==> config.mk <==
export PLATFORM = sky130hd
export DESIGN_NAME = ts19_control_sequencer_flat
export DESIGN_NICKNAME = d
export VERILOG_FILES = /design/src/rtl/ts19_pkg.sv /design/src/rtl/ts19_control_sequencer_if.sv /design/src/rtl/ts19_inst_decode.sv /design/src/rtl/ts19_control_sequencer.sv /design/src/flat_wrapper.sv
export SDC_FILE = /design/constraint.sdc
export NUM_CORES = 1
export LEC_CHECK = 0
export CORE_UTILIZATION = 44
export CTS_CLUSTER_SIZE = 24
export DETAILED_ROUTE_END_ITERATION = 10
export PLACE_DENSITY = 0.88
export SLEW_MARGIN = 30
export SYNTH_ARGS = -nofsm -noshare
export SYNTH_HDL_FRONTEND = slang
export SYNTH_SLANG_ARGS = --single-unit
==> constraint.sdc <==
create_clock -name CLK -period 4.19 [get_ports CLK]
set_clock_uncertainty 0.05 [all_clocks]
set_input_delay 0.838 -clock CLK [delete_from_list [all_inputs] [get_ports CLK]]
set_output_delay 0.838 -clock CLK [all_outputs]
set_load 0.02 [all_outputs]
==> src/rtl/ts19_pkg.sv <==
// Shared definitions for the TS19A64 control sequencer: opcodes, FSM states,
// instruction field positions, status flag indices and the datapath control bundle.
package ts19_pkg;

    localparam logic [4:0] OP_ALU_MAX = 5'h17;
    localparam logic [4:0] OP_LDI     = 5'h18;
    localparam logic [4:0] OP_BZ      = 5'h1C;
    localparam logic [4:0] OP_BN      = 5'h1D;
    localparam logic [4:0] OP_JMP     = 5'h1E;
    localparam logic [4:0] OP_HALT    = 5'h1F;

    typedef enum logic [1:0] {
        S_FETCH  = 2'd0,
        S_DECODE = 2'd1,
        S_EXEC   = 2'd2,
        S_HALT   = 2'd3
    } state_t;

    localparam int OP_MSB  = 31;
    localparam int OP_LSB  = 27;
    localparam int DA_MSB  = 26;
    localparam int DA_LSB  = 22;
    localparam int AA_MSB  = 21;
    localparam int AA_LSB  = 17;
    localparam int BA_MSB  = 16;
    localparam int BA_LSB  = 12;
    localparam int IMM_MSB = 11;
    localparam int IMM_W   = 12;

    localparam int ST_V = 3;
    localparam int ST_C = 2;
    localparam int ST_N = 1;
    localparam int ST_Z = 0;

    typedef struct packed {
        logic [4:0]  ddl;
        logic [4:0]  aal;
        logic [4:0]  bbl;
        logic [4:0]  fsl;
        logic        mb;
        logic [15:0] imm;
    } dp_ctrl_t;

    localparam dp_ctrl_t CTRL_RESET = '{ddl: 5'h00, aal: 5'h00, bbl: 5'h00,
                                        fsl: 5'h00, mb: 1'b0, imm: 16'h0000};

    function automatic logic [15:0] imm_zext(input logic [11:0] imm12);
        return {4'h0, imm12};
    endfunction

endpackage

==> src/rtl/ts19_control_sequencer_if.sv <==
// Instruction-memory req/ack port; the sequencer is the master, memory the slave.
interface ts19_control_sequencer_if #(
    parameter int PC_W = 8
);
    logic            imem_req;
    logic [PC_W-1:0] imem_addr;
    logic            imem_ack;
    logic [31:0]     imem_rdata;

    modport master (output imem_req, output imem_addr, input imem_ack, input imem_rdata);
    modport slave  (input imem_req, input imem_addr, output imem_ack, output imem_rdata);
endinterface

==> src/rtl/ts19_inst_decode.sv <==
// Combinational instruction decoder: IR word to datapath controls and
// instruction-class flags consumed by the sequencer FSM.
module ts19_inst_decode
    import ts19_pkg::*;
(
    input  logic [31:0] ir,
    output dp_ctrl_t    ctrl,
    output logic        writes_reg,
    output logic        is_branch,
    output logic        is_halt
);

    logic [4:0] op_s;

    assign op_s = ir[OP_MSB:OP_LSB];

    // Field extraction and per-opcode control generation
    always_comb begin
        ctrl.ddl   = ir[DA_MSB:DA_LSB];
        ctrl.aal   = ir[AA_MSB:AA_LSB];
        ctrl.bbl   = ir[BA_MSB:BA_LSB];
        ctrl.fsl   = 5'h00;
        ctrl.mb    = 1'b0;
        ctrl.imm   = imm_zext(ir[IMM_MSB:0]);
        writes_reg = 1'b0;
        is_branch  = 1'b0;
        is_halt    = 1'b0;
        if (op_s <= OP_ALU_MAX) begin
            ctrl.fsl   = op_s;
            writes_reg = 1'b1;
        end else begin
            case (op_s)
                OP_LDI: begin
                    ctrl.fsl   = OP_LDI;
                    ctrl.mb    = 1'b1;
                    writes_reg = 1'b1;
                end
                OP_BZ, OP_BN, OP_JMP: is_branch = 1'b1;
                OP_HALT:              is_halt   = 1'b1;
                default:              writes_reg = 1'b0;
            endcase
        end
    end

endmodule

==> src/rtl/ts19_control_sequencer.sv <==
// Fetch/decode/execute controller for the TS19A64 datapath: fetches over a
// req/ack port, drives register/function selects and resolves branches from Status.
module ts19_control_sequencer
    import ts19_pkg::*;
#(
    parameter int              PC_W     = 8,
    parameter logic [PC_W-1:0] RESET_PC = {PC_W{1'b0}}
)(
    input  logic                              CLK,
    input  logic                              Reset,
    ts19_control_sequencer_if.master          imem,
    input  logic [3:0]                        Status,
    input  logic                              dp_busy,
    output logic [4:0]                        DDL,
    output logic [4:0]                        AAL,
    output logic [4:0]                        BBL,
    output logic [4:0]                        FSL,
    output logic                              RW,
    output logic                              MB,
    output logic [15:0]                       imm,
    output logic [PC_W-1:0]                   pc,
    output logic                              halted
);

    state_t          state_q, state_d;
    logic [PC_W-1:0] pc_q, pc_d;
    logic [31:0]     ir_q, ir_d;
    dp_ctrl_t        ctrl_q, ctrl_d;
    dp_ctrl_t        dec_ctrl_s;
    // Cleared by Reset so the first fetch request appears one cycle after release
    logic            run_q, run_d;
    logic            dec_writes_s, dec_branch_s, dec_halt_s;
    logic            fetch_fire_s;
    logic            taken_s;
    logic [4:0]      op_s;
    logic [PC_W-1:0] br_off_s;
    logic [PC_W-1:0] pc_inc_s;
    logic            unused_status_s;

    assign unused_status_s = Status[ST_V] ^ Status[ST_C];
    assign op_s            = ir_q[OP_MSB:OP_LSB];
    assign fetch_fire_s    = (state_q == S_FETCH) & run_q & imem.imem_ack;
    assign pc_inc_s        = pc_q + {{(PC_W-1){1'b0}}, 1'b1};

    ts19_inst_decode u_decode (
        .ir         (ir_d),
        .ctrl       (dec_ctrl_s),
        .writes_reg (dec_writes_s),
        .is_branch  (dec_branch_s),
        .is_halt    (dec_halt_s)
    );

    // Instruction register capture on an accepted fetch
    always_comb begin
        ir_d = ir_q;
        if (fetch_fire_s) begin
            ir_d = imem.imem_rdata;
        end else begin
            ir_d = ir_q;
        end
    end

    // Sign-extend imm12 to the PC width for relative branches
    always_comb begin
        br_off_s = {PC_W{1'b0}};
        for (int i = 0; i < PC_W; i++) begin
            br_off_s[i] = (i < IMM_W) ? ir_q[i] : ir_q[IMM_MSB];
        end
    end

    // Branch condition from the flags present on the EXEC exit cycle
    always_comb begin
        taken_s = 1'b0;
        case (op_s)
            OP_BZ:   taken_s = dec_branch_s & Status[ST_Z];
            OP_BN:   taken_s = dec_branch_s & Status[ST_N];
            OP_JMP:  taken_s = dec_branch_s;
            default: taken_s = 1'b0;
        endcase
    end

    // Next-state, PC and control-field hold logic
    always_comb begin
        state_d = state_q;
        pc_d    = pc_q;
        run_d   = 1'b1;
        ctrl_d  = ctrl_q;
        if (fetch_fire_s) begin
            ctrl_d = dec_ctrl_s;
        end else begin
            ctrl_d = ctrl_q;
        end
        case (state_q)
            S_FETCH: begin
                if (fetch_fire_s) begin
                    state_d = S_DECODE;
                end else begin
                    state_d = S_FETCH;
                end
            end
            S_DECODE: state_d = S_EXEC;
            S_EXEC: begin
                if (!dp_busy) begin
                    pc_d    = taken_s ? (pc_q + br_off_s) : pc_inc_s;
                    state_d = dec_halt_s ? S_HALT : S_FETCH;
                end else begin
                    state_d = S_EXEC;
                end
            end
            S_HALT:  state_d = S_HALT;
            default: state_d = S_FETCH;
        endcase
    end

    // State, PC, IR and control-field registers
    always_ff @(posedge CLK) begin
        if (Reset) begin
            state_q <= S_FETCH;
            pc_q    <= RESET_PC;
            ir_q    <= 32'h0000_0000;
            ctrl_q  <= CTRL_RESET;
            run_q   <= 1'b0;
        end else begin
            state_q <= state_d;
            pc_q    <= pc_d;
            ir_q    <= ir_d;
            ctrl_q  <= ctrl_d;
            run_q   <= run_d;
        end
    end

    // RW follows dp_busy within the cycle so the write lands exactly once
    assign RW             = (state_q == S_EXEC) & dec_writes_s & ~dp_busy & ~Reset;
    assign imem.imem_req  = (state_q == S_FETCH) & run_q;
    assign imem.imem_addr = pc_q;
    assign halted         = (state_q == S_HALT);
    assign pc             = pc_q;
    assign DDL            = ctrl_q.ddl;
    assign AAL            = ctrl_q.aal;
    assign BBL            = ctrl_q.bbl;
    assign FSL            = ctrl_q.fsl;
    assign MB             = ctrl_q.mb;
    assign imm            = ctrl_q.imm;

endmodule
==> src/flat_wrapper.sv <==
// flat-port wrapper written by rule: the top's interface ports become plain ports
module ts19_control_sequencer_flat import ts19_pkg::*;
#(
    parameter int              PC_W     = 8,
    parameter logic [PC_W-1:0] RESET_PC = {PC_W{1'b0}}
)
  (CLK, Reset, Status, dp_busy, DDL, AAL, BBL, FSL, RW, MB, imm, pc, halted, imem_imem_req, imem_imem_addr, imem_imem_ack, imem_imem_rdata);
  ts19_control_sequencer_if #(.PC_W(PC_W)) imem_i ();
  input  logic CLK;
  input  logic Reset;
  input  logic [3:0] Status;
  input  logic dp_busy;
  output logic [4:0] DDL;
  output logic [4:0] AAL;
  output logic [4:0] BBL;
  output logic [4:0] FSL;
  output logic RW;
  output logic MB;
  output logic [15:0] imm;
  output logic [PC_W-1:0] pc;
  output logic halted;
  output wire logic [$bits(imem_i.imem_req)-1:0] imem_imem_req;
  output wire logic [$bits(imem_i.imem_addr)-1:0] imem_imem_addr;
  input wire logic [$bits(imem_i.imem_ack)-1:0] imem_imem_ack;
  input wire logic [$bits(imem_i.imem_rdata)-1:0] imem_imem_rdata;
  assign imem_imem_req = imem_i.imem_req;
  assign imem_imem_addr = imem_i.imem_addr;
  assign imem_i.imem_ack = imem_imem_ack;
  assign imem_i.imem_rdata = imem_imem_rdata;
  ts19_control_sequencer #(.PC_W(PC_W), .RESET_PC(RESET_PC)) u_core (.CLK(CLK), .Reset(Reset), .imem(imem_i), .Status(Status), .dp_busy(dp_busy), .DDL(DDL), .AAL(AAL), .BBL(BBL), .FSL(FSL), .RW(RW), .MB(MB), .imm(imm), .pc(pc), .halted(halted));
endmodule
== After elaboration in Yosys (flattened, before gate mapping) ==
Index checks and enable logic that the tools add are counted.
Storage, ports and cells
  register bits: 76
  logic and storage cells: 53
Cells by class
  bitwise logic cells: 9
  reduce and logical (&&, ||, !) cells: 3
  $lt $le $gt $ge: 1
  eq/ne operators: 11
  mux-type cells: 17
  $add $sub $neg: 2
Operators by type and width (count)
  $eq 5x5->1 const B: 8
  $mux 32: 1
  $mux 1: 9
  $add 8x1->8 const B: 1
  $add 8x8->8: 1
  $mux 8: 1
  $pmux 2 s4: 1
  $and 1x1->1: 7
  $mux 6: 1
  $le 5x5->1 const B: 1
  $mux 5: 1
  $eq 2x2->1 const B: 2
  $mux 2: 2
  $pmux 1 s3: 1
  $reduce_or 3->1: 1
  $eq 2x1->1 const B: 1
  $logic_not 2->1: 1
  $not 1->1: 2
  $reduce_and 2->1: 1

== Longest topological paths before layout ==
Gate-level depths: netlist of the first run.
  depth in word-level cells: 11
  mapped depth: 12
  depth with buffers taken out: 11

== By module ==
A second synthesis of the first run with hierarchy kept.
Unflattened totals
  cell total of the unflattened synthesis: 481
  area total of the unflattened synthesis: 3674.8 um2
Modules (own cells, without submodules)
  ts19_control_sequencer: seq. area each 1601.5 um2, cells each 436, times used 1, area an instance 3355.7 um2
  ts19_inst_decode: seq. area each 0.0 um2, cells each 45, times used 1, area an instance 319.1 um2

== Worst setup path after synthesis of the first run ==
OpenSTA, ideal clock, no wires.
  path kind: input -> register
  start point: in imem_imem_ack
  end point: reg u_core.pc_q[6], in the netlist u_core.imem.imem_addr[6]
  stages: 12
  setup time: 123 ps
  arrival time: 3153 ps
  required time: 4017 ps
  slack: 864 ps
  cell sequence: nand4bb_1 -> buf_2 -> a41oi_4 -> a2111oi_4 -> nand2b_1 -> ha_1 -> fa_1 -> a21o_1 -> a21oi_1 -> o21ai_0 -> mux2i_1 -> a311o_2
On the way
  word-level cells in the longest chain between the ends: 9
  elaborated cells between the ends (all ways): 13
Ends and longest elaborated chain
  start, declared: RTL line flat_wrapper.sv:24  | input wire logic [$bits(imem_i.imem_ack)-1:0] imem_imem_ack;
  $and 1x1->1 *: RTL line ts19_control_sequencer.sv:42  | assign fetch_fire_s = (state_q == S_FETCH) & run_q & imem.imem_ack;
  $mux 32 *: RTL line ts19_control_sequencer.sv:56  | if (fetch_fire_s) begin
  $eq 5x5->1: RTL line ts19_inst_decode.sv:32  | case (op_s)
  $reduce_or 3->1: RTL line ts19_inst_decode.sv:32
  $mux 1: RTL line ts19_inst_decode.sv:32
  $mux 1 *: RTL line ts19_inst_decode.sv:28  | if (op_s <= OP_ALU_MAX) begin
  $and 1x1->1 (on tied branches): RTL line ts19_control_sequencer.sv:76, ts19_control_sequencer.sv:75
  $pmux 1 s3 *: RTL line ts19_control_sequencer.sv:74  | case (op_s)
  $mux 8 *: RTL line ts19_control_sequencer.sv:104  | pc_d = taken_s ? (pc_q + br_off_s) : pc_inc_s;
  end signal, assigned: RTL line ts19_control_sequencer.sv:125  | pc_q <= pc_d;
  end, declared: RTL line ts19_control_sequencer.sv:26  | logic [PC_W-1:0] pc_q, pc_d;
Every way passes the cells marked *; elsewhere a longest branch is shown, timed or not.
A chain may end at the register's enable or synchronous reset.

== Worst setup path in the final report of the first run ==
  start point: in imem_imem_ack
  end point: out RW
On the way
  word-level cells in the longest chain between the ends: 8
  elaborated cells between the ends (all ways): 9
Ends and longest elaborated chain
  $and 1x1->1 *: RTL line ts19_control_sequencer.sv:42
  $mux 32 *: RTL line ts19_control_sequencer.sv:56
  parallel branches: the longest is 2 deep, another holds $le 5x5->1
  $mux 1 *: RTL line ts19_inst_decode.sv:28
  $and 1x1->1 * (3 in a row): RTL line ts19_control_sequencer.sv:133  | assign RW = (state_q == S_EXEC) & dec_writes_s & ~dp_busy & ~Reset;
  end, declared: RTL line flat_wrapper.sv:17  | output logic RW;
Every way passes the cells marked *.

==> metrics.cfg, run 1 <==
[critical_path]
path_class = in2out
worstPathMaxFanout = 50
cp-end-kind = primary output
path_buf_inv = 3
critPathArrivalTime_ns = 2.90
max_stage_delay_ns = 0.63
crit_chain = clkdlybuf4s50_1 > nand4bb_2 > buf_4 > a21oi_1 > nor3_1 > clkdlybuf4s50_1
critical_path_required_ns = 3.30
slowest_stage = clkdlybuf4s50_1
cp-start-kind = input port
critical_path.top_delay_family = buffers and inverters
crit_top_cell = clkdlybuf4s50_1

[route]
firstDrtPassIters = 4
wl_per_cell_um = 13.4
ant_nets = 0
vias_per_cell = 5.19
drt-total-wl_um = 6400
drcViolationCount = 0
drt_iter0_drc = 105
num_vias = 2476

[layout]
syn2layout_area_growth_pct = 39.1
num_antenna_cells = 0
fillers = 469
nNetsFinal = 448
final_cells = 477
multi_input_area_um2 = 1320
drive_above_1_share_pct = 8.15
seqCellArea_um2 = 1140

[grt]
grt_pass1_wl_um = 10500
grt_start_max_net_pins = 59
overflow = 0
grt_pass1_vias = 2395
antenna_found_initial = 0
grt_usage_pct = 21.5

[yosys]
ys_ff_latch = 57
ys_warn_count = 0
synth_area_um2 = 2630
ys.flop_type = dfxtp_1
postSynthAreaPerCell_um2 = 8.15
yosys.area.top_type_share_pct = 43.3
ys_seq_area_share_pct = 43.3
synth-edff-count = 0
synth_area_leaders = dfxtp_1, nand2_1, a21oi_1
synth_largest_area_cell = dfxtp_1
ys_async_sr_fraction_pct = 0
synthDistinctLibCells = 47
synthCells = 323
synthTopCellsByCount = nand2_1, dfxtp_1, a21oi_1
yosysMostFrequentCell = nand2_1

[power_and_ir_drop]
swShare_pct = 26.3
power_mw = 1.21
pwr-share-seq_pct = 47.8
p_sw_mw = 0.319
p_comb_share_pct = 14.6
p_per_area_nw_per_um2 = 331
ir_drop_mv = 0.208
p_leak_nw = 1.38
clockPowerShare_pct = 37.6
p_int_mw = 0.894

[cts]
cts_inserted_buffers = 9
clk_pin_slew_ns = 0.06
cts.sinks = 57
root_buffer = clkbuf_8
cts_max_level = 3
cts_tree = built
post-cts-setup-buffers = 0
hold_buffers = 0
clock_latency_ns = 0.33
ctsResizeCount = 0
clk_path_buf_depth = 2

[floorplanning]
core_um2 = 5640
initial_core_util_pct = 46.7
pin_count = 96
die_w_um = 79.4
dieArea_um2 = 6300
die_y_um = 79.4
rows = 27

[min_path]
hold_path.class = reg2reg

[timing]
period_needed_ns = 3.78
period_share_pct = 90.3
tightest_slew_ns = 0.641
rsz0062_at_grt = no
tns_ns = 0
hold_ws_ns = 0.403
hold_viol = 0
slew_headroom_pct = 57.2
final_max_slew_viol_count = 0
finalSetupViolations = 0
fmax_mhz = 264

[place]
numPortBuffers = 89
place_hpwl_um = 4490
dp.cells = 461
place.gp.congestion = 0.876

[job]
maxCapViolations = 0

[status]
status = complete, no violations

-- worst paths after layout --
path	start	endpoint	slack, ns	depth (start not counted)
setup / recovery	imem_imem_ack	RW	0.41	6
hold / removal	u_core.DDL[1]	u_core.DDL[1]	0.40	2
setup reg to reg	u_core.state_q[0]	u_core.imem.imem_addr[6]	1.05	11
hold reg to reg	u_core.DDL[1]	u_core.DDL[1]	0.40	2
-- registers in the layout (all words and copies together) (netlist names) --
name / count
u_core.ir_q: 13
u_core.imm: 12
u_core.imem.imem_addr: 8
u_core.AAL: 5
u_core.BBL: 5
u_core.DDL: 5
u_core.FSL: 5
u_core.state_q: 2
u_core.MB: 1
u_core.run_q: 1
-- placed cells by master, fill, tap and decap left out, types with 4 or more instances in the layout --
cell type        synthesis  layout
a21oi_1                 55      55
and2_1                   7       7
clkbuf_8                 0      11
nand3_1                 10      10
ha_1                     7       7
nor3_1                   7       7
nand2_1                 92      92
conb_1                   1       4
dfxtp_1                 57      57
clkdlybuf4s50_1          0      88
nor2_1                   8       8
buf_4                   12       6
a211oi_1                 6       6
-- power groups by stage --
stage / sequential (mW) / combinational, mW / clock [mW]
after floorplan: 0.609 / 0.0744 / 0
after global placement: 0.590 / 0.173 / 0
after detailed placement: 0.592 / 0.177 / 0
after CTS: 0.580 / 0.178 / 0.462
after global routing: 0.583 / 0.192 / 0.485
final: 0.580 / 0.177 / 0.456
-- stage by stage --
step / area, um2 / worst slack (ns) / utilization [%]
after floorplan: 2650 / 0.864 / -
after global placement: 3490 / 0.287 / 61.9
after detailed placement: 3490 / 0.228 / 61.9
after CTS: 3660 / 0.392 / 64.9
after global routing: 3660 / 0.275 / 64.9
final: 3660 / 0.405 / 64.9
-- metal layers --
metal / up-vias / global-route usage [%] / part of all wire, %
met3: 11 / 5.83 / 6.1
li1: 1244 / - / -
met1: 1147 / 24.2 / 42
met5: - / 0 / 0
met4: 0 / 10.7 / 1.8
met2: 74 / 37.2 / 50
-- area by class of cell --
class / count / share of cell area (%)
Multi-Input combinational cell: 235 / 36.0
Inverter: 2 / 0.205
Clock buffer: 13 / 4.34
Tap cell: 72 / 2.46
Sequential cell: 57 / 31.1
Clock inverter: 3 / 0.410
Timing Repair Buffer: 95 / 25.4
-- worst min-delay path: cells and delay by family, from the launching register on --
| family | cells | cell delay, ns |
|---|---|---|
| simple gates | 1 | 0.05 |
| flops | 1 | 0.31 |
| compound gates | 1 | 0.05 |
-- kinds of logic after synthesis --
kind of cell             share of synthesized area [%]
AND/OR/NAND/NOR                                   24.4
other                                            0.142
buffers and inverters                             7.17
flip-flops                                        43.3
AO/OA/AOI/OAI                                     19.5
XOR/XNOR                                         0.665
multiplexers                                     0.760
adder cells (fa/ha/maj)                           4.09
Power figures use the tool's default switching activity.
==> inputs of run 2 (changes only) <==
CAP_MARGIN = 20   (was default)
==> results of run 2 <==
No change in the layout: final DEF, timing and power equal those of run 1.
